File: src/rtl/pipe_add_sub.sv
// pipe_add_sub: pipelined adder/subtractor, one CHUNK-bit carry stage per register stage.
// Operands ride alongside the carry chain; resolved result chunks accumulate stage by stage.
module pipe_add_sub #(
    parameter int WIDTH = 16,
    parameter int CHUNK = 4
) (
    input  logic             clk,
    input  logic             rst_n,
    input  logic             in_valid,
    output logic             in_ready,
    input  logic [WIDTH-1:0] a,
    input  logic [WIDTH-1:0] b,
    input  logic             sub,
    output logic             out_valid,
    input  logic             out_ready,
    output logic [WIDTH:0]   y,
    output logic             ovf
);
    localparam int STAGES = WIDTH / CHUNK;
    localparam int L = STAGES - 1;

    logic [WIDTH-1:0] a_q [STAGES];
    logic [WIDTH-1:0] b_q [STAGES];
    logic [WIDTH-1:0] r_q [STAGES];
    logic             c_q [STAGES];
    logic             v_q [STAGES];
    logic             s_q [STAGES];
    logic [WIDTH-1:0] a_d [STAGES];
    logic [WIDTH-1:0] b_d [STAGES];
    logic [WIDTH-1:0] r_d [STAGES];
    logic             c_d [STAGES];
    logic             v_d [STAGES];
    logic             s_d [STAGES];
    logic [WIDTH-1:0] r_i [STAGES];
    logic             c_i [STAGES];
    logic [CHUNK:0]   t;
    logic             en;

    assign en        = !v_q[L] || out_ready;
    assign in_ready  = en;
    assign out_valid = v_q[L];
    assign y         = {c_q[L] ^ s_q[L], r_q[L]};
    assign ovf       = (a_q[L][WIDTH-1] == b_q[L][WIDTH-1]) && (r_q[L][WIDTH-1] != a_q[L][WIDTH-1]);

    always_comb begin
        a_d[0] = a;
        b_d[0] = b ^ {WIDTH{sub}};
        v_d[0] = in_valid;
        s_d[0] = sub;
        r_i[0] = '0;
        c_i[0] = sub;
        for (int s = 1; s < STAGES; s++) begin
            a_d[s] = a_q[s-1];
            b_d[s] = b_q[s-1];
            v_d[s] = v_q[s-1];
            s_d[s] = s_q[s-1];
            r_i[s] = r_q[s-1];
            c_i[s] = c_q[s-1];
        end
        t = '0;
        // Stage s resolves only chunk s; lower chunks pass through already final.
        for (int s = 0; s < STAGES; s++) begin
            t = {1'b0, a_d[s][s*CHUNK +: CHUNK]} + {1'b0, b_d[s][s*CHUNK +: CHUNK]}
              + {{CHUNK{1'b0}}, c_i[s]};
            r_d[s] = r_i[s];
            r_d[s][s*CHUNK +: CHUNK] = t[CHUNK-1:0];
            c_d[s] = t[CHUNK];
        end
    end

    always_ff @(posedge clk or negedge rst_n) begin
        if (!rst_n) begin
            for (int s = 0; s < STAGES; s++) begin
                a_q[s] <= '0;
                b_q[s] <= '0;
                r_q[s] <= '0;
                c_q[s] <= 1'b0;
                v_q[s] <= 1'b0;
                s_q[s] <= 1'b0;
            end
        end else if (en) begin
            a_q <= a_d;
            b_q <= b_d;
            r_q <= r_d;
            c_q <= c_d;
            v_q <= v_d;
            s_q <= s_d;
        end
    end
endmodule

File: config.mk
export PLATFORM = sky130hd
export DESIGN_NAME = pipe_add_sub
export DESIGN_NICKNAME = d
export VERILOG_FILES = /design/src/rtl/pipe_add_sub.sv
export SDC_FILE = /design/constraint.sdc
export NUM_CORES = 1
export LEC_CHECK = 0
export CAP_MARGIN = 20
export CELL_PAD_IN_SITES_DETAIL_PLACEMENT = 0
export CELL_PAD_IN_SITES_GLOBAL_PLACEMENT = 1
export CORE_MARGIN = 2
export CORE_UTILIZATION = 45
export CTS_CLUSTER_SIZE = 28
export DETAILED_ROUTE_END_ITERATION = 16
export PLACE_DENSITY = 0.86
export SETUP_SLACK_MARGIN = 0.15
export SYNTH_ARGS = -nofsm -noshare
export SYNTH_HDL_FRONTEND = slang
export SYNTH_SLANG_ARGS = --single-unit
File: constraint.sdc
create_clock -name clk -period 3.8 [get_ports clk]
set_input_delay 0.38 -clock clk [delete_from_list [all_inputs] [get_ports clk]]
set_output_delay 0.38 -clock clk [all_outputs]
set_load 0.01 [all_outputs]
Word-level counts from Yosys, hierarchy flattened

Cells that the tools add are included.

Register bits: 180
Input bits: 37

Add/sub/neg operators: 8
Eq/ne operators: 2
Bitwise gates (word level): 2
Reductions and logical operators: 3

Operators by type and width:

| operator              | count |
|---|---|
| adder 4 x 4 -> 5 bit  | 4 |
| adder 5 x 1 -> 5 bit  | 4 |
| XOR 16 bit            | 1 |
| == test 1 bit         | 1 |
| logical AND 1 bit     | 1 |
| logical NOT 1 bit     | 1 |
| logical OR 1 bit      | 1 |
| inequality test 1 bit | 1 |
| XOR 1 bit             | 1 |

Longest topological paths before layout

Word-level depth: 3
Gate-level depth with buffers: 8
Mapped depth without buffers: 6

Least setup slack after synthesis

Ideal clock, no wire load.

Path kind: in2reg
Start: in sub
End: reg r_q (netlist bit r_d[35])
Library setup time: 0.125 ns
Arrival: 1.886 ns
Data required time: 3.675 ns
Path slack: 1.789 ns
Stages: 8
Buffers on the path: 2
Cells stage by stage: buf_6 > buf_2 > xor2_1 > ha_1 > a21o_1 > a31oi_4 > xnor2_1 > mux2_4

Word-level cells in the longest chain between the ends: 3

RTL lines:

| element                  | line | RTL |
|---|---|---|
| from (decl)              | 13   | `input logic sub,` |
| XOR 16 bit               | 47   | `b_d[0] = b ^ {WIDTH{sub}};` |
| adder 4 x 4 -> 5 bit     | 63   | `t = {1'b0, a_d[s][s*CHUNK +: CHUNK]} + {1'b0, b_d[s][s*CHUNK +: CHUNK]}` |
| adder 5 x 1 -> 5 bit (*) | 64   | `+ {{CHUNK{1'b0}}, c_i[s]};` |
| to (signal assigned)     | 84   | `r_q <= r_d;` |
| to (decl)                | 24   | `logic [WIDTH-1:0] r_q [STAGES];` |

Every way passes the cells marked *; elsewhere a longest branch is shown, timed or not.
A chain may end at the register's enable or synchronous reset.

Final worst setup path

Start: in out_ready
End: out in_ready

Word-level cells in the longest chain between the ends: 1

RTL lines:

| element          | line | RTL |
|---|---|---|
| from (decl)      | 15   | `input logic out_ready,` |
| logical OR 1 bit | 39   | `assign en = !v_q[L] \|\| out_ready;` |
| to (decl)        | 10   | `output logic in_ready,` |

No other way between the ends.

==> out/summary.txt <==
Status -> completed
Row count -> 36
Top cells by area, synth -> dfrtp_1, nand2_1, ha_1
Netlist cell types -> 25
Setup ws final -> 1380 ps
Largest net degree at the start of global routing -> 107
Root Driver -> clkbuf_8
Post-route setup TNS -> 0 ps
Delay of the slowest critical-path stage -> 650 ps
Num ports -> 57
# DRC -> 0
Slew Limit Fails -> 0
CTS sink count -> 102
Clock network power share -> 18.8%
RePlAce Congestion -> 0.760
Number of global-route vias before repair -> 3001
Routed via count -> 3113
Switching share of power -> 34.2%
Worst r2r path cells -> 5
Total GRT Usage -> 16.1%
Drt total wl -> 7730 um
Max Clk Rate -> 0.414 GHz
Initial DRC count -> 155
Worst skew pair latency -> 360 ps
Yosys reg bits -> 102
Die area -> 0.0107 mm2
Longest Clk Path Bufs -> 2
Combinational share of power -> 36.0%
PortBufs -> 56
Post-DRT Antenna Nets -> 0
R2r setup slk -> 1790 ps
CTS tree -> yes
Hpwl dp -> 5020 um
Slew margin rel. -> 34.8%
Most common cell after layout, fill and taps aside -> nand2_1
Seq/Total Area, Yosys -> 57.5%
N_diodes -> 0
Final nets -> 580
Die Wd -> 103 um
Min-delay worst type -> input port to asynchronous set/reset pin
Starting Density -> 45.9%
# hold bufs at CTS -> 0
Seq pwr share -> 45.2%
Mapped Area -> 0.00444 mm2
Final count of negative-setup-slack endpoints -> 0
Gate Count Post-Synth -> 476
Start of the worst register-to-register path -> out_valid$_DFFE_PN0P_
Post-route clock period utilization -> 63.6%
CTS Buf Count -> 9
Crit-path cells -> clkdlybuf4s50_1 > nor2b_4 > inv_2 > clkdlybuf4s50_1
CP max FO -> 38
Final core utilization -> 55.0%
Synth warn -> 0
Crit path time final -> 2420 ps
Crit-path most repeated cell -> clkdlybuf4s50_1
CTS clk-pin slew, worst paths -> 90 ps
Share of the synthesized area in the top cell type -> 57.5%
CTS resizes -> 0
CP endpoint kind -> primary output
Leak Pwr -> 0.00264 uW
Worst EP arrival -> 2040 ps
Fill cells -> 898
Worst slack at placement -> 1310 ps
Critical path class -> input port to primary output
Post-CTS setup buffers -> 0
Vias/cell -> 4.71
Synth-to-Final Area Change -> 19.9%
Hold_ws -> 45.7 ps
Tightest Pin Transition -> 978 ps
Wirelength per Cell -> 11.7 um
Worst EP required -> 3420 ps
Post-synth top area cell -> dfrtp_1
Final Hold Vio Count -> 0
Maximum vdd drop -> 0.733 mV
GRT overflow -> 0
Pre-antenna DRT Iters -> 4
Number of max-cap violations -> 0
Syn_area_per_cell -> 9.33 um2
Internal Power -> 2660 uW
Worst-case clock skew -> 11.3 ps
RSZ-0062 raised after global routing -> no
H-tree depth -> 3
P_sw -> 1380 uW
Die height -> 103 um
First-pass GRT wire length -> 13400 um
Critical-path top delay cell -> clkdlybuf4s50_1
Most frequent cells in the layout -> nand2_1, dfrtp_1, clkdlybuf4s50_1
Worst Setup Start Kind -> input port
Share of cells above drive strength 1 -> 4.92%
Initial antenna violation count -> 0
Syn_nets -> 532
PwrDens -> 758 mW/mm2
Worst r2r dst -> r_d[10]$_DFFE_PN0P_
Core ar. -> 0.00968 mm2
per-layer routing:
metal  vias to the layer above  track usage, %  routed length [um]
li1                       1567               -                   -
met1                      1485            22.0                3840
met2                        48            25.7                3510
met3                        13            2.76                 252
met4                         0            6.98                 129
met5                         -               0                   0
through the flow:
| step | total power, uW | std cells | cell area, um2 |
|---|---|---|---|
| 2_1_floorplan | 2800 | 476 | 4440 |
| 3_3_place_gp | 3280 | 646 | 5100 |
| 3_5_place_dp | 3330 | 646 | 5100 |
| 4_1_cts | 4090 | 661 | 5330 |
| 5_1_grt | 4420 | 661 | 5330 |
| 6_report | 4040 | 661 | 5330 |
cell usage after synthesis:
master / number
or3_1: 1
o21ai_0: 29
buf_1: 2
a31oi_4: 1
a211oi_1: 1
nor2b_1: 4
inv_1: 10
buf_2: 8
xnor2_1: 14
dfrtp_1: 102
xor2_1: 8
a21o_1: 5
fa_1: 7
mux2_4: 2
clkbuf_1: 13
nor2_1: 9
a31o_2: 1
nand2b_1: 1
ha_1: 12
o21a_1: 1
buf_6: 1
inv_2: 1
and2_1: 1
a21oi_1: 10
nand2_1: 232
area by class of cell:
cell class / count / area, um2 / share of cell area, %
flip-flops and latches: 102 / 2550 / 47.9
multi-input cells: 339 / 1750 / 32.8
repair buffers: 61 / 596 / 11.2
well taps: 133 / 166 / 3.13
clock buffers: 12 / 155 / 2.91
clock inverters: 3 / 67.6 / 1.27
inverters: 11 / 41.3 / 0.775
power groups by stage:
stage          Sequential, uW  Combinational, uW  Clock, uW
2_1_floorplan            1840                963          0
3_3_place_gp             1840               1440          0
3_5_place_dp             1850               1480          0
4_1_cts                  1830               1490        773
5_1_grt                  1890               1710        814
6_report                 1830               1450        757
worst max-delay path by stage:
stage,start,to,slack (ps),cells after the start
2_1_floorplan,sub,r_d[35]$_DFFE_PN0P_,1790,8
3_3_place_gp,out_ready,in_ready,1370,4
3_5_place_dp,sub,r_d[35]$_DFFE_PN0P_,1310,8
4_1_cts,out_ready,in_ready,1370,4
5_1_grt,out_ready,in_ready,1290,4
6_report,out_ready,in_ready,1380,4
flip-flops by register name, summed over array words and instances, names as in the netlist, 3 cells and up:
name / count
a_d: 24
b_d: 24
c_i: 3
r_d: 24
s_d: 3
v_d: 3
y: 16
worst max-delay path: cells and delay by family:
kind | cells | cell delay (ps)
simple gates | 1 | 50
buf+inv | 3 | 1590
logic make-up after synthesis:
logic type | after synthesis | share of synthesized area, %
compound gates | 48 | 6.26
xor+xnor | 22 | 4.34
fa+ha+maj | 19 | 6.54
buf+inv | 35 | 3.35
flops | 102 | 57.5
mux | 2 | 0.676
simple gates | 248 | 21.4
Note: power is estimated with default switching activity, not from simulation.
